**config.mk**
```make
export PLATFORM = sky130hd
export DESIGN_NAME = pipe_hazard_ctrl
export DESIGN_NICKNAME = d
export VERILOG_FILES = /design/src/rtl/pipe_hazard_ctrl.sv
export SDC_FILE = /design/constraint.sdc
export NUM_CORES = 1
export LEC_CHECK = 0
export BUFFER_PORTS_ARGS = -buffer_cell sky130_fd_sc_hd__buf_2
export CORE_MARGIN = 1.5
export CORE_UTILIZATION = 40
export CTS_CLUSTER_SIZE = 20
export DETAILED_ROUTE_END_ITERATION = 7
export PLACE_DENSITY = 0.68
export REMOVE_ABC_BUFFERS = 1
export SETUP_SLACK_MARGIN = 0.05
export SYNTH_ARGS = -nofsm -noshare
export SYNTH_HDL_FRONTEND = slang
export SYNTH_SLANG_ARGS = --single-unit
```
**constraint.sdc**
```tcl
create_clock -name clk -period 2.65 [get_ports clk]
set_clock_uncertainty 0.15 [all_clocks]
set_input_delay 0.3975 -clock clk [delete_from_list [all_inputs] [get_ports clk]]
set_output_delay 0.3975 -clock clk [all_outputs]
set_load 0.02 [all_outputs]
```
**src/rtl/pipe_hazard_ctrl.sv**
```systemverilog
// Hazard/forwarding/stall-flush controller for the in-order pipeline: shadow pipeline of in-flight
// destinations, load-use stall, redirect flush, multicycle-EX hold. PIPE_HAZARD_PERF_EN adds counters.
module pipe_hazard_ctrl #(
    parameter int REG_ADDR_W = 5,
    parameter int N_STAGES   = 3,
    parameter int LOAD_LAT   = 2,
    parameter int SEL_W      = $clog2(N_STAGES + 1),
    parameter int CNT_W      = 32
) (
    input  logic                  clk,
    input  logic                  reset,
    input  logic                  i_id_valid,
    input  logic [REG_ADDR_W-1:0] i_id_rs1,
    input  logic [REG_ADDR_W-1:0] i_id_rs2,
    input  logic                  i_id_rs1_used,
    input  logic                  i_id_rs2_used,
    input  logic [REG_ADDR_W-1:0] i_id_rd,
    input  logic                  i_id_reg_write,
    input  logic                  i_id_is_load,
    input  logic                  i_id_is_mc,
    input  logic                  i_ex_redirect,
    input  logic                  i_mc_done,
    output logic                  o_pc_hold,
    output logic                  o_ifid_hold,
    output logic                  o_ifid_flush,
    output logic                  o_idex_bubble,
    output logic                  o_ex_hold,
    output logic                  o_exmem_bubble,
    output logic [SEL_W-1:0]      o_fwd_sel_a,
    output logic [SEL_W-1:0]      o_fwd_sel_b,
`ifdef PIPE_HAZARD_PERF_EN
    output logic                  o_mc_start,
    output logic [CNT_W-1:0]      o_perf_stall_cnt,
    output logic [CNT_W-1:0]      o_perf_flush_cnt
`else
    output logic                  o_mc_start
`endif
);

    localparam int LR = 1 + LOAD_LAT;

    typedef struct packed {
        logic                  valid;
        logic [REG_ADDR_W-1:0] rd;
        logic                  wr;
        logic                  ld;
        logic                  mc;
        logic [REG_ADDR_W-1:0] rs1;
        logic [REG_ADDR_W-1:0] rs2;
        logic                  rs1_used;
        logic                  rs2_used;
    } ent_t;

    typedef enum logic {S_IDLE, S_BUSY} state_t;

    ent_t            r_ent [1:N_STAGES];
    state_t          r_state, w_state_nxt;
    logic            r_after_rst;
    ent_t            w_id_ent;
    logic            w_quiet, w_mc_here, w_mc_start, w_hold_raw;
    logic            w_ex_hold, w_redirect, w_load_use, w_stall, w_idex_bubble;
    logic [SEL_W-1:0] w_sel_a, w_sel_b;

    function automatic logic f_match(ent_t e, logic [REG_ADDR_W-1:0] rs, logic used);
        return e.valid && e.wr && (e.rd != '0) && (e.rd == rs) && used;
    endfunction

    function automatic logic f_ready(ent_t e, int k);
        return k >= (e.ld ? LR : 2);
    endfunction

    // Outputs stay quiet during reset and for one cycle after it.
    assign w_quiet   = reset | r_after_rst;
    assign w_mc_here = r_ent[1].valid & r_ent[1].mc;

    always_comb begin
        w_id_ent = '0;
        if (i_id_valid) begin
            w_id_ent.valid    = 1'b1;
            w_id_ent.rd       = i_id_rd;
            w_id_ent.wr       = i_id_reg_write;
            w_id_ent.ld       = i_id_is_load;
            w_id_ent.mc       = i_id_is_mc;
            w_id_ent.rs1      = i_id_rs1;
            w_id_ent.rs2      = i_id_rs2;
            w_id_ent.rs1_used = i_id_rs1_used;
            w_id_ent.rs2_used = i_id_rs2_used;
        end
    end

    // A producer at stage k will sit at k+1 when the ID consumer reaches EX.
    always_comb begin
        w_load_use = 1'b0;
        for (int k = 1; k < N_STAGES; k++) begin
            if (i_id_valid && !f_ready(r_ent[k], k + 1) &&
                (f_match(r_ent[k], i_id_rs1, i_id_rs1_used) ||
                 f_match(r_ent[k], i_id_rs2, i_id_rs2_used)))
                w_load_use = 1'b1;
        end
    end

    // Walk from the oldest stage down so the youngest ready producer wins.
    always_comb begin
        w_sel_a = '0;
        w_sel_b = '0;
        for (int k = N_STAGES; k >= 2; k--) begin
            if (r_ent[1].valid && f_ready(r_ent[k], k)) begin
                if (f_match(r_ent[k], r_ent[1].rs1, r_ent[1].rs1_used)) w_sel_a = SEL_W'(k);
                if (f_match(r_ent[k], r_ent[1].rs2, r_ent[1].rs2_used)) w_sel_b = SEL_W'(k);
            end
        end
    end

    always_ff @(posedge clk) begin
        if (reset) r_state <= S_IDLE;
        else       r_state <= w_state_nxt;
    end

    always_comb begin
        w_state_nxt = r_state;
        case (r_state)
            S_IDLE:  if (w_mc_here && !i_mc_done) w_state_nxt = S_BUSY;
            S_BUSY:  if (i_mc_done) w_state_nxt = S_IDLE;
            default: w_state_nxt = S_IDLE;
        endcase
    end

    always_comb begin
        w_mc_start = 1'b0;
        w_hold_raw = 1'b0;
        case (r_state)
            S_IDLE: begin
                w_mc_start = w_mc_here;
                w_hold_raw = w_mc_here & ~i_mc_done;
            end
            S_BUSY:  w_hold_raw = ~i_mc_done;
            default: w_hold_raw = 1'b0;
        endcase
    end

    assign w_ex_hold     = w_hold_raw & ~w_quiet;
    assign w_redirect    = i_ex_redirect & ~w_ex_hold & ~w_quiet;
    assign w_stall       = w_load_use & ~w_ex_hold & ~w_redirect & ~w_quiet;
    assign w_idex_bubble = w_redirect | w_stall;

    assign o_pc_hold      = w_ex_hold | w_stall;
    assign o_ifid_hold    = w_ex_hold | w_stall;
    assign o_ifid_flush   = w_redirect;
    assign o_idex_bubble  = w_idex_bubble;
    assign o_ex_hold      = w_ex_hold;
    assign o_exmem_bubble = w_ex_hold;
    assign o_mc_start     = w_mc_start & ~w_quiet;
    assign o_fwd_sel_a    = w_quiet ? '0 : w_sel_a;
    assign o_fwd_sel_b    = w_quiet ? '0 : w_sel_b;

    always_ff @(posedge clk) begin
        r_after_rst <= reset;
    end

    // On ex_hold the EX entry freezes and a hole opens behind it in stage 2.
    always_ff @(posedge clk) begin
        if (reset) begin
            for (int k = 1; k <= N_STAGES; k++) r_ent[k] <= '0;
        end else if (w_ex_hold) begin
            r_ent[2] <= '0;
            for (int k = 3; k <= N_STAGES; k++) r_ent[k] <= r_ent[k-1];
        end else begin
            r_ent[1] <= w_idex_bubble ? '0 : w_id_ent;
            for (int k = 2; k <= N_STAGES; k++) r_ent[k] <= r_ent[k-1];
        end
    end

`ifdef PIPE_HAZARD_PERF_EN
    logic [CNT_W-1:0] r_stall_cnt, r_flush_cnt;

    always_ff @(posedge clk) begin
        if (reset) begin
            r_stall_cnt <= '0;
            r_flush_cnt <= '0;
        end else begin
            if (o_pc_hold && !(&r_stall_cnt))    r_stall_cnt <= r_stall_cnt + 1'b1;
            if (o_ifid_flush && !(&r_flush_cnt)) r_flush_cnt <= r_flush_cnt + 1'b1;
        end
    end

    assign o_perf_stall_cnt = r_stall_cnt;
    assign o_perf_flush_cnt = r_flush_cnt;
`endif

endmodule
```
Yosys cells after proc, flatten, opt, wreduce, memory -nomap -nowiden
Memory sizes are Yosys's and may differ from the RTL's.
Cells that the tools add are included.
Word-level totals
  memories kept: 1
  output and inout bits: 11
  bits in registers: 2
  word-level logic and storage cells: 109
  bits in writable memories: 63
  input port bits: 25
Memory list
  r_ent: words 3, width 21, read ports 3, clocked after memory_dff 0, wr ports 3, RTL line 56  | ent_t r_ent [1:N_STAGES];
Cells by class
  reductions and logical operators: 37
  $lt $le $gt $ge: 4
  muxes and demuxes: 35
  eq/ne operators: 8
  bitwise gates (word level): 22
Operators with widths (number)
  two-way mux 21 bit: 7
  equality test 5 bit: 8
  >= comparator 3 x 32 -> 1 bit (first input constant): 1
  logical AND 1 bit: 29
  two-way mux 2 bit: 10
  two-way mux 1 bit: 16
  nonzero test 5 bit: 3
  bitwise AND 1 bit: 9
  OR 1 bit: 8
  >= comparator 2 bit (first input constant): 3
  inverter 1 bit: 5
  one-hot mux 1 bit (2 select lines): 2
  zero test 1 bit: 3
  logical OR 1 bit: 2

Logic depth before layout (Yosys ltp)
  word-level depth: 14
  depth in mapped cells: 6
  depth with buffers taken out: 5

Worst setup path before layout
No wires, ideal clock.
  path kind: register to output
  start: register, netlist name r_ent[0][41]
  end: output port o_pc_hold
  stages on the path, launching flop included: 7
  path slack: -0.048 ns
  required time: 2.102 ns
  data arrival time: 2.150 ns
  path through: edfxtp_1 -> a21oi_2 -> or2_2 -> nand2b_1 -> inv_1 -> a21o_1 -> buf_4
RTL lines
  end, declared: RTL line 23  | output logic o_pc_hold,

==> reports/metrics.csv <==
stage,metric,value,unit
status,status,"finished, final reports clean",
pwr,clkPwrFrac,0.411,
clocking,cts_root_buf,clkbuf_8,
global_routing,grt_pass1_vias,1343,
drt,drc,0,
timing,period_share,0.951,
clocking,ctsHtreeMaxLevel,2,
placed_design,routabilityCongestion,0.776,
pwr,netSwitchingFraction,0.215,
synth,synth_top_family_by_area,compound AO/OA/AOI/OAI gates,
setup_path,cp-end-kind,primary output,
placed_design,port_buffers,35,
clocking,clock-sinks,38,
timing,report.final.slew_viol_count,0,
pwr,p_switching,0.309,mW
synth,synth.distinct_cells,38,
finish,layout_common_cells,"36 x edfxtp_1, 35 x buf_2, 25 x xnor2_1, 22 x inv_1, 17 x a211oi_2",
synth,synth_edf_count,36,
drt,routedWlPerCell,12.7,um
global_routing,antenna_found_initial,0,
flow_run,maxCapViolations,0,
timing,finalHoldViolations,0,
synth,synth_mux_area_frac,0,
pwr,p_int,1.13,mW
synth,yosys-top-cells-area,"edfxtp_1 49%, xnor2_1 10%, a211oi_2 9.7%",
synth,netlist_area,2190,sq um
finish,nNetsFinal,261,
synth,synth_ff_type,edfxtp_1,
pwr,vdd_drop_max,0.000350,V
finish,area_growth,22.2,%
finish,drive_above_1_share,0.359,
timing,rsz0062_at_grt,false,
finish,final_cells,307,
hold_path,hp-class,primary input to flop,
synth,yosys.area.top_type,edfxtp_1,
pwr,power_density,537,nW/um^2
placed_design,place_area,2490,sq um
clocking,path_clk_slew,0.08,ns
synth,seq_area_frac_synth,0.511,
placed_design,hpwl,3050,um
timing,max_freq,0.397,GHz
hold_path,worstHoldPathCells,3,
drt,ant_nets,0,
floorplanning,core,5200,sq um
drt,wl,3890,um
synth,synth.avg_cell_area,12.4,sq um
finish,n_antenna_cell,0,
setup_path,critical_path_class,flop to primary output,
pwr,p_seq_frac,0.492,
synth,synth-xor-area-share,0.120,
setup_path,rrSetupSlack,0.46,ns
clocking,insertion_delay,0.30,ns
clocking,clock_path_buffers,2,
drt,first_pass_iters,6,
synth,synth-seq-cells,38,
timing,setup_viol,0,
global_routing,gr-total-overflow,0,
pwr,p_leak,1.11,nW
synth,netlist_instances,177,
global_routing,grt_pass1_wl,6470,um
drt,vias,1420,
floorplanning,rows,26,
synth,synth_compound_area_frac,0.160,
setup_path,critPathRequiredTime,2.10,ns
setup_path,crit_fanout,3,
global_routing,grt_max_degree,22,
synth,synthAdderAreaFrac,0,
global_routing,grt.total_usage,0.143,
floorplanning,die_w,77.1,um
floorplanning,initial_core_util,0.421,
setup_path,reg2regPathDepth,5,
placed_design,dp_cells,294,
floorplanning,ios,36,
setup_path,arrival,1.97,ns
synth,yosys.area_share.simple,0.137,
finish,fin_area,2680,sq um
timing,finalCriticalPeriod,2.52,ns
synth,synth_top_area_frac,0.493,
clocking,cts_tree,done,
drt,viasPerCell,4.63,
timing,fin_tns_setup,0,ns
drt,drtIter0Drc,43,
synth,yosys_warnings,0,
floorplanning,die_h,77.1,um
pwr,p_total,1.44,mW
floorplanning,dieArea,5940,sq um
finish,layout_commonest_cell,edfxtp_1,
finish,final_util,0.515,
pwr,combPwrFrac,0.098,
synth,async_flop_share,0,
setup_path,startpoint_type,flop,
clocking,cts_buffers,5,
-- area by class of cell --
class                           instances  area, sq um
Clock inverter                          3         68.8
Sequential cell                        38         1120
Inverter                               22         82.6
Tap cell                               70         87.6
Multi-Input combinational cell        122          987
Clock buffer                            5         68.8
Timing Repair Buffer                   47          265
Fill cell                             488         2520
-- registers in the layout (all words and copies together) (netlist names) --
signal       cells
r_ent           36
r_after_rst      1
r_state          1
-- power groups by stage --
stage / Sequential, mW / Clock, mW / Combinational (mW)
after global placement: 0.721 / 0 / 0.135
after floorplan: 0.714 / 0 / 0.0913
after global routing: 0.712 / 0.632 / 0.156
after CTS: 0.709 / 0.609 / 0.136
after detailed placement: 0.723 / 0 / 0.135
final: 0.708 / 0.591 / 0.141
-- kinds of logic after synthesis --
family                    after synthesis
and+or+nand+nor                        45
DFF                                    38
AOI/OAI and AO/OA                      32
buffers and inverters                  31
xor gates and xnor gates               30
other                                   1
-- synth_stat cells (2+ instances only) --
master,n
a211oi_2,17
inv_1,22
edfxtp_1,36
xor2_1,5
or4_1,5
nand4_1,7
buf_6,2
dfxtp_1,2
o2111ai_1,2
nand2_1,3
nor2b_1,9
buf_4,6
a21o_1,2
xnor2_1,25
and2_1,7
nor2_1,3
a211oi_1,3
-- metrics by stage --
stage / setup slack (ns) / hold slack (ns)
2_1_floorplan: -0.479 / 0.275
3_3_place_gp: 0.455 / 0.414
3_5_place_dp: 0.421 / 0.420
4_1_cts: 0.0876 / 0.266
5_1_grt: 0.0236 / 0.278
6_report: 0.130 / 0.275
-- final timing paths --
| check | startpoint | end |
|---|---|---|
| max | r_ent[0][79] | o_fwd_sel_a[1] |
| min | i_mc_done | r_state |
| max reg2reg | r_ent[0][36] | r_ent[0][40] |
| min reg2reg | r_ent[0][34] | r_ent[0][55] |
-- worst max-delay path: stages (launching register included) --
cell	delay, ns
edfxtp_1	0.42
buf_4	0.16
xnor2_1	0.14
nand4_1	0.11
or4_1	0.50
a21bo_1	0.20
buf_2	0.15
-- routing by layer --
metal,global-route usage,up-vias,part of all wire
met5,0,-,0
met4,0.0545,0,0.012
met3,0.0429,4,0.041
met2,0.211,35,0.46
met1,0.198,644,0.49
li1,-,737,-
-- timing repair --
action	CTS	global route
setup endpoints to repair	0	3
hold buffers	0	0
endpoints found under the hold margin	0	0
gates resized for setup	0	2
setup buffers	0	5
Note: power is estimated with default switching activity, not from simulation.
